File: src/rtl/p_config_pkg.sv
// Shared types and derived sizes for the host-to-ASIC configuration engine.
package p_config_pkg;

   typedef enum logic [1:0] {
      ST_IDLE   = 2'd0,
      ST_CONFIG = 2'd1,
      ST_SEND   = 2'd2,
      ST_LOCKED = 2'd3
   } state_e;

   localparam logic [1:0] MODE_IDLE   = 2'd0;
   localparam logic [1:0] MODE_CONFIG = 2'd1;
   localparam logic [1:0] MODE_LOCK   = 2'd2;

   localparam int FIELD_SCALAR_BASE = 1;

   function automatic int list_field_base(input int num_scalar);
      return num_scalar + FIELD_SCALAR_BASE;
   endfunction

   function automatic int total_words(input int num_scalar, input int num_list, input int list_depth);
      return num_scalar + num_list * list_depth;
   endfunction

   function automatic int beats_per_word(input int data_w, input int lane_w);
      return data_w / lane_w;
   endfunction

endpackage

File: src/rtl/p_config_word_serializer.sv
// Splits one DATA_W word into LANE_W beats, most-significant lane first.
// A new word is accepted on the same edge the previous word's last beat leaves.
module p_config_word_serializer
   import p_config_pkg::*;
#(
   parameter int DATA_W = 32,
   parameter int LANE_W = 8
) (
   input  logic              clk,
   input  logic              reset_n,
   input  logic              word_valid_i,
   input  logic [DATA_W-1:0] word_data_i,
   output logic              word_ready_o,
   output logic              beat_valid_o,
   output logic [LANE_W-1:0] beat_data_o,
   output logic              beat_last_o,
   input  logic              beat_ready_i
);

   localparam int BPW   = beats_per_word(DATA_W, LANE_W);
   localparam int CNT_W = (BPW > 1) ? $clog2(BPW) : 1;

   logic              valid_q, valid_d;
   logic              last_q, last_d;
   logic [DATA_W-1:0] shift_q, shift_d;
   logic [CNT_W-1:0]  cnt_q, cnt_d;
   logic              load_s, xfer_s;

   assign xfer_s       = valid_q && beat_ready_i;
   assign word_ready_o = !valid_q || (last_q && beat_ready_i);
   assign load_s       = word_valid_i && word_ready_o;

   assign beat_valid_o = valid_q;
   assign beat_data_o  = shift_q[DATA_W-1 -: LANE_W];
   assign beat_last_o  = last_q;

   // Next beat: load a fresh word, advance within the word, or drain to idle.
   always_comb begin
      valid_d = valid_q;
      last_d  = last_q;
      shift_d = shift_q;
      cnt_d   = cnt_q;
      if (load_s) begin
         valid_d = 1'b1;
         shift_d = word_data_i;
         cnt_d   = '0;
         last_d  = (BPW == 1);
      end else if (xfer_s) begin
         if (last_q) begin
            valid_d = 1'b0;
            last_d  = 1'b0;
            shift_d = '0;
            cnt_d   = '0;
         end else begin
            shift_d = shift_q << LANE_W;
            cnt_d   = cnt_q + 1'b1;
            last_d  = (cnt_q == CNT_W'(BPW - 2));
         end
      end else begin
         valid_d = valid_q;
      end
   end

   // Beat register.
   always_ff @(posedge clk) begin
      if (!reset_n) begin
         valid_q <= 1'b0;
         last_q  <= 1'b0;
         shift_q <= '0;
         cnt_q   <= '0;
      end else begin
         valid_q <= valid_d;
         last_q  <= last_d;
         shift_q <= shift_d;
         cnt_q   <= cnt_d;
      end
   end

endmodule

File: src/rtl/p_config_serializer.sv
// Host config register bank plus frame transmitter towards the ASIC link.
// Frame = every stored word in field order, each word split MSB lane first.
module p_config_serializer
   import p_config_pkg::*;
#(
   parameter int DATA_W     = 32,
   parameter int LANE_W     = 8,
   parameter int NUM_SCALAR = 9,
   parameter int NUM_LIST   = 2,
   parameter int LIST_DEPTH = 15,
   parameter int FIELD_W    = 5
) (
   input  logic               clk,
   input  logic               reset_n,
   input  logic               mode_valid,
   input  logic [1:0]         mode,
   input  logic               wr_valid,
   input  logic [FIELD_W-1:0] wr_field,
   input  logic [DATA_W-1:0]  wr_data,
   input  logic               send,
   output logic               tx_valid,
   output logic [LANE_W-1:0]  tx_data,
   output logic               tx_last,
   input  logic               tx_ready,
   output logic               done_pulse,
   output logic               busy,
   output logic               locked,
   output logic               err_overflow,
   output logic               err_field
);

   localparam int TOTAL     = total_words(NUM_SCALAR, NUM_LIST, LIST_DEPTH);
   localparam int ADDR_W    = (TOTAL > 1) ? $clog2(TOTAL) : 1;
   localparam int PTR_W     = $clog2(LIST_DEPTH + 1);
   localparam int LIST_BASE = list_field_base(NUM_SCALAR);

   state_e            state_q, state_d;
   logic [DATA_W-1:0] words_q [TOTAL];
   logic [PTR_W-1:0]  ptr_q [NUM_LIST];
   logic [PTR_W-1:0]  ptr_d [NUM_LIST];
   logic              err_ovf_q, err_ovf_d;
   logic              err_fld_q, err_fld_d;
   logic [ADDR_W-1:0] widx_q, widx_d;
   logic              last_word_q, last_word_d;
   logic              done_q, boot_q, busy_q, locked_q;

   logic              wr_en_s, send_go_s, frame_end_s;
   logic [ADDR_W-1:0] wr_idx_s, load_idx_s;
   logic              word_valid_s, word_ready_s, word_load_s;
   logic [DATA_W-1:0] word_data_s;
   logic              beat_valid_s, beat_last_s;
   logic [LANE_W-1:0] beat_data_s;

   // Mode commands, field writes and send/complete transitions.
   always_comb begin
      state_d     = state_q;
      ptr_d       = ptr_q;
      err_ovf_d   = err_ovf_q;
      err_fld_d   = err_fld_q;
      wr_en_s     = 1'b0;
      wr_idx_s    = '0;
      send_go_s   = 1'b0;
      frame_end_s = 1'b0;
      if (mode_valid && (state_q != ST_SEND)) begin
         case (mode)
            MODE_CONFIG: begin
               state_d   = ST_CONFIG;
               err_ovf_d = 1'b0;
               err_fld_d = 1'b0;
               for (int l = 0; l < NUM_LIST; l++) begin
                  ptr_d[l] = '0;
               end
            end
            MODE_LOCK: begin
               if (state_q == ST_CONFIG) begin
                  state_d = ST_LOCKED;
               end else begin
                  state_d = state_q;
               end
            end
            MODE_IDLE: state_d = ST_IDLE;
            default:   state_d = state_q;
         endcase
      end else if (state_q == ST_CONFIG) begin
         if (wr_valid) begin
            if ((wr_field >= FIELD_W'(FIELD_SCALAR_BASE)) && (wr_field <= FIELD_W'(NUM_SCALAR))) begin
               wr_en_s  = 1'b1;
               wr_idx_s = ADDR_W'(wr_field - FIELD_W'(FIELD_SCALAR_BASE));
            end else begin
               // Flag as invalid unless a list field claims it below.
               err_fld_d = 1'b1;
               for (int l = 0; l < NUM_LIST; l++) begin
                  if (wr_field == FIELD_W'(LIST_BASE + l)) begin
                     err_fld_d = err_fld_q;
                     if (ptr_q[l] == PTR_W'(LIST_DEPTH)) begin
                        err_ovf_d = 1'b1;
                     end else begin
                        wr_en_s  = 1'b1;
                        wr_idx_s = ADDR_W'(NUM_SCALAR + l * LIST_DEPTH) + ADDR_W'(ptr_q[l]);
                        ptr_d[l] = ptr_q[l] + 1'b1;
                     end
                  end else begin
                     ptr_d[l] = ptr_d[l];
                  end
               end
            end
         end else begin
            wr_en_s = 1'b0;
         end
         if (send) begin
            send_go_s = 1'b1;
            state_d   = ST_SEND;
         end else begin
            send_go_s = 1'b0;
         end
      end else if (state_q == ST_SEND) begin
         if (beat_valid_s && tx_ready && beat_last_s && last_word_q) begin
            frame_end_s = 1'b1;
            state_d     = ST_CONFIG;
         end else begin
            frame_end_s = 1'b0;
         end
      end else begin
         state_d = state_q;
      end
   end

   // Word feed; a write committed alongside send is forwarded into word 0.
   always_comb begin
      load_idx_s   = (state_q == ST_SEND) ? widx_q : '0;
      word_valid_s = send_go_s || ((state_q == ST_SEND) && !last_word_q);
      if (wr_en_s && (wr_idx_s == load_idx_s)) begin
         word_data_s = wr_data;
      end else begin
         word_data_s = words_q[load_idx_s];
      end
      word_load_s = word_valid_s && word_ready_s;
      widx_d      = widx_q;
      last_word_d = last_word_q;
      if (word_load_s) begin
         widx_d      = load_idx_s + ADDR_W'(1);
         last_word_d = (load_idx_s == ADDR_W'(TOTAL - 1));
      end else begin
         widx_d = widx_q;
      end
   end

   // State, bank and status registers.
   always_ff @(posedge clk) begin
      if (!reset_n) begin
         state_q     <= ST_IDLE;
         for (int w = 0; w < TOTAL; w++) begin
            words_q[w] <= '0;
         end
         for (int l = 0; l < NUM_LIST; l++) begin
            ptr_q[l] <= '0;
         end
         err_ovf_q   <= 1'b0;
         err_fld_q   <= 1'b0;
         widx_q      <= '0;
         last_word_q <= 1'b0;
         done_q      <= 1'b0;
         boot_q      <= 1'b1;
         busy_q      <= 1'b0;
         locked_q    <= 1'b0;
      end else begin
         state_q     <= state_d;
         if (wr_en_s) begin
            words_q[wr_idx_s] <= wr_data;
         end
         ptr_q       <= ptr_d;
         err_ovf_q   <= err_ovf_d;
         err_fld_q   <= err_fld_d;
         widx_q      <= widx_d;
         last_word_q <= last_word_d;
         done_q      <= boot_q || frame_end_s;
         boot_q      <= 1'b0;
         busy_q      <= (state_d == ST_SEND);
         locked_q    <= (state_d == ST_LOCKED);
      end
   end

   p_config_word_serializer #(
      .DATA_W (DATA_W),
      .LANE_W (LANE_W)
   ) u_word_ser (
      .clk          (clk),
      .reset_n      (reset_n),
      .word_valid_i (word_valid_s),
      .word_data_i  (word_data_s),
      .word_ready_o (word_ready_s),
      .beat_valid_o (beat_valid_s),
      .beat_data_o  (beat_data_s),
      .beat_last_o  (beat_last_s),
      .beat_ready_i (tx_ready)
   );

   assign tx_valid     = beat_valid_s;
   assign tx_data      = beat_data_s;
   assign tx_last      = beat_valid_s && beat_last_s && last_word_q;
   assign done_pulse   = done_q;
   assign busy         = busy_q;
   assign locked       = locked_q;
   assign err_overflow = err_ovf_q;
   assign err_field    = err_fld_q;

endmodule
File: config.mk
export PLATFORM = sky130hd
export DESIGN_NAME = p_config_serializer
export DESIGN_NICKNAME = d
export VERILOG_FILES = /design/src/rtl/p_config_pkg.sv /design/src/rtl/p_config_word_serializer.sv /design/src/rtl/p_config_serializer.sv
export SDC_FILE = /design/constraint.sdc
export NUM_CORES = 2
export LEC_CHECK = 0
export BUFFER_PORTS_ARGS = -buffer_cell sky130_fd_sc_hd__clkbuf_2
export CORE_MARGIN = 5
export CORE_UTILIZATION = 45
export CTS_CLUSTER_SIZE = 30
export DETAILED_ROUTE_END_ITERATION = 10
export HOLD_SLACK_MARGIN = 0.06
export PLACE_DENSITY = 0.69
export REMOVE_ABC_BUFFERS = 1
export SLEW_MARGIN = 40
export SYNTH_ARGS = -nofsm -noshare
export SYNTH_HDL_FRONTEND = slang
export SYNTH_SLANG_ARGS = --single-unit
export TNS_END_PERCENT = 100
File: constraint.sdc
create_clock -name clk -period 4.77 [get_ports clk]
set_input_delay 0.477 -clock clk [delete_from_list [all_inputs] [get_ports clk]]
set_output_delay 0.477 -clock clk [all_outputs]
set_load 0.02 [all_outputs]
==> impl_metrics.csv <==
group,metric,value,unit
outcome,status,"finished, violations left",
outcome,violations,"design-rule violations",
logic_synthesis,synth_edf_count,2048,
timing,max-slew-margin-rel,35.17,%
logic_synthesis,synth_ff_type,"edfxtp_1",
floorplan,die_y,459.1,um
floorplan,initial_core_util,45.32,%
clock_tree,cts_resized,0,
logic_synthesis,synth_area_leaders,"edfxtp_1 (68%), nor3_1 (5.4%), mux2i_1 (3.0%)",
power_and_ir_drop,p_per_area,380.5,mW/mm2
timing,hold_viol,0,
clock_tree,cts_sinks,2107,
final_layout,area_growth,14.59,%
logic_synthesis,yosysMostFrequentCell,"edfxtp_1",
clock_tree,clk_path_buf_depth,3,
power_and_ir_drop,p_leak,35.18,nW
global_route,grt_pass1_vias,62440,
logic_synthesis,yosysSeqAreaShare,69.07,%
timing,slew_violations,0,
routing,dr_wl_met3,39550,um
critical_path,critPathLaunch,"state_q[1]$_SDFF_PN0_",
critical_path,cp_max_fo,88,
run,max_cap_viol_count,0,
global_route,grt_usage,26.80,%
routing,wl_met1,104400,um
floorplan,fp.dieW,459.1,um
timing,setup_ws,0.5647,ns
critical_path,crit_path_end_kind,"register",
clock_tree,clkSlewWorstSetupHoldPaths,0.07,ns
clock_tree,tritoncts,"done",
routing,wl,290500,um
routing,drtIter0Drc,9209,
final_layout,final_cells,10390,
critical_path,startpoint_type,"register",
critical_path,crit_arrival,4.94,ns
routing,drt_first_pass_iters,11,
timing,fin_hold_ws,0.1091,ns
clock_tree,htreeDepth,4,
routing,avgRoutedWirePerCell,27.96,um
timing,min_period_over_period,88.16,%
logic_synthesis,synth_area_per_cell,12.79,um2
routing,drcViolationCount,1,
final_layout,drive_above_1_share,9.613,%
clock_tree,post_cts.repair.setup_buffers,0,
routing,ant_nets,0,
logic_synthesis,yosysTopAreaCell,"edfxtp_1",
logic_synthesis,synth_top_area_share,67.76,%
routing,wl_met2,128000,um
global_route,antenna_found_initial,8,
routing,vias_per_cell,6.274,
power_and_ir_drop,ir_drop,0.3902,mV
logic_synthesis,ys_top_cells_by_count,"edfxtp_1 (2048), nor3_1 (974), nand2_1 (690), clkbuf_1 (540), a21oi_1 (453)",
floorplan,die_area,0.2108,mm2
floorplan,num_io_pins,60,
critical_path,worst-setup-path-type,"reg -> reg",
logic_synthesis,yosysUniqueCellTypes,79,
final_layout,nets,7609,
routing,via_count,65200,
placement,dpl_worst_slack,0.6313,ns
critical_path,cp_num_buf_inv,1,
clock_tree,clock_latency,0.89,ns
worst_hold_path,hold_path_class,"in -> reg",
timing,skew,0.04026,ns
logic_synthesis,synthCells,7094,
global_route,grt_pass1_wl,418600,um
clock_tree,cts_made_buffers,208,
logic_synthesis,synth-seq-cells,2107,
logic_synthesis,syn_area,0.09075,mm2
timing,rsz0062_at_grt,"no",
critical_path,slowest_stage,"dfxtp_1",
placement,routabilityCongestion,0.9180,
critical_path,crit_chain,"and3b_4, buf_12, or4_1, a21oi_1, a2111oi_0, o221ai_1, o21ai_0, o31ai_1",
global_route,grt_max_degree,107,
routing,top_layer,"met5",
clock_tree,root_buffer,"clkbuf_16",
critical_path,required,5.51,ns
placement,dp_hpwl,168500,um
placement,numPlacedInstances,9994,
global_route,grt.overflow.total,0,
critical_path,cp_slowest_stage_delay,0.88,ns
logic_synthesis,ys_async_sr_fraction,0,%
floorplan,rows,164,
timing,finalCriticalPeriod,4.205,ns
timing,fmax,237.8,MHz
critical_path,cpLargestDelayFamily,"compound AO/OA/AOI/OAI gates",
worst_hold_path,min_from,"mode[1]",
logic_synthesis,ys_warn_count,0,
placement,port_buffers,59,
timing,tightest_slew,0.9695,ns
power_and_ir_drop,total_power,39.57,mW
floorplan,core_area,0.2003,mm2
critical_path,worstReg2RegStart,"state_q[1]$_SDFF_PN0_",
timing,finalSetupViolCount,0,
-- metal layers --
metal,up-vias,GRT usage (%)
met5,-,0
met4,8,14.68
met3,988,8.090
met2,4777,40.20
met1,32040,35.08
li1,27380,-
-- what timing repair did --
action | in CTS | in global routing
setup endpoints to repair | 0 | 0
hold buffers | 6 | 0
hold endpoints to repair | 28 | 0
-- final timing paths --
kind                                                            to  slack [ns]  depth (start not counted)
worst max-delay path            u_word_ser.shift_q[0]$_SDFFE_PN0P_        0.56                          8
worst min-delay path                               busy$_SDFF_PN0_        0.11                          5
worst max register to register  u_word_ser.shift_q[0]$_SDFFE_PN0P_        0.56                          8
worst min register to register              err_field$_SDFFE_PN0P_        0.48                          2
-- kinds of logic (layout without fill, tap and decap cells) --
kind of cell	count (synthesis)	in the layout	synth area share (%)
flops	2107	2107	69.07
simple gates	2421	2421	13.01
xor+xnor	8	8	0.07720
other cells	1	647	0.004132
compound gates	1454	1454	10.19
mux	328	328	4.148
buf+inv	766	762	3.383
fa+ha+maj	9	9	0.1241
-- cells in the final DEF, fill, tap and decap left out, types with 66 or more instances in the layout --
| master | Yosys | routed |
|---|---|---|
| a21oi_1 | 453 | 451 |
| a22oi_1 | 147 | 147 |
| a31oi_1 | 116 | 116 |
| and2_1 | 320 | 320 |
| buf_12 | 0 | 66 |
| buf_4 | 9 | 211 |
| clkbuf_16 | 0 | 211 |
| conb_1 | 1 | 640 |
| edfxtp_1 | 2048 | 2048 |
| mux2i_1 | 276 | 276 |
| nand2_1 | 690 | 685 |
| nand3_1 | 84 | 84 |
| nor2_1 | 161 | 154 |
| nor3_1 | 974 | 972 |
| o211ai_1 | 77 | 77 |
| o21ai_0 | 202 | 162 |
| o221ai_1 | 98 | 98 |
| o22ai_1 | 172 | 172 |
-- registers in the layout (all words and copies together), names as in the netlist --
name	count
u_word_ser.beat_last_o	1
state_q	2
ptr_q	8
u_word_ser.cnt_q	2
boot_q	1
widx_q	6
locked	1
done_pulse	1
words_q	2048
u_word_ser.shift_q	32
last_word_q	1
err_overflow	1
busy	1
err_field	1
u_word_ser.beat_valid_o	1
-- worst min-delay path, delay by kind of cell --
family | cells | cell delay [ns]
buf+inv | 1 | 0.12
simple gates | 2 | 0.15
compound gates | 2 | 0.19
-- through the flow --
stage	util, %	instance area, um2	setup TNS [ns]
finish	51.93	104000	0
global route	51.92	104000	0
CTS	51.92	104000	0
detailed placement	48.63	97390	0
global placement	48.59	97310	0
floorplan	-	90210	-9629.65
-- cell type report --
type / count / area, um2
diodes: 7 / 17.52
clock buffers: 269 / 5518
clock inverters: 115 / 1008
fillers: 16980 / 96270
inverters: 34 / 133.9
multi-input cells: 4860 / 27990
flip-flops and latches: 2107 / 62690
well taps: 2656 / 3323
repair buffers: 344 / 3322
-- power by group --
part	internal, mW	switching [mW]	leakage, nW
sequential	21.2	0.297	21.1
clock	8.82	7.11	3.17
combinational	0.594	1.60	11.0
total	30.6	9.00	35.2
Power figures use the tool's default switching activity.
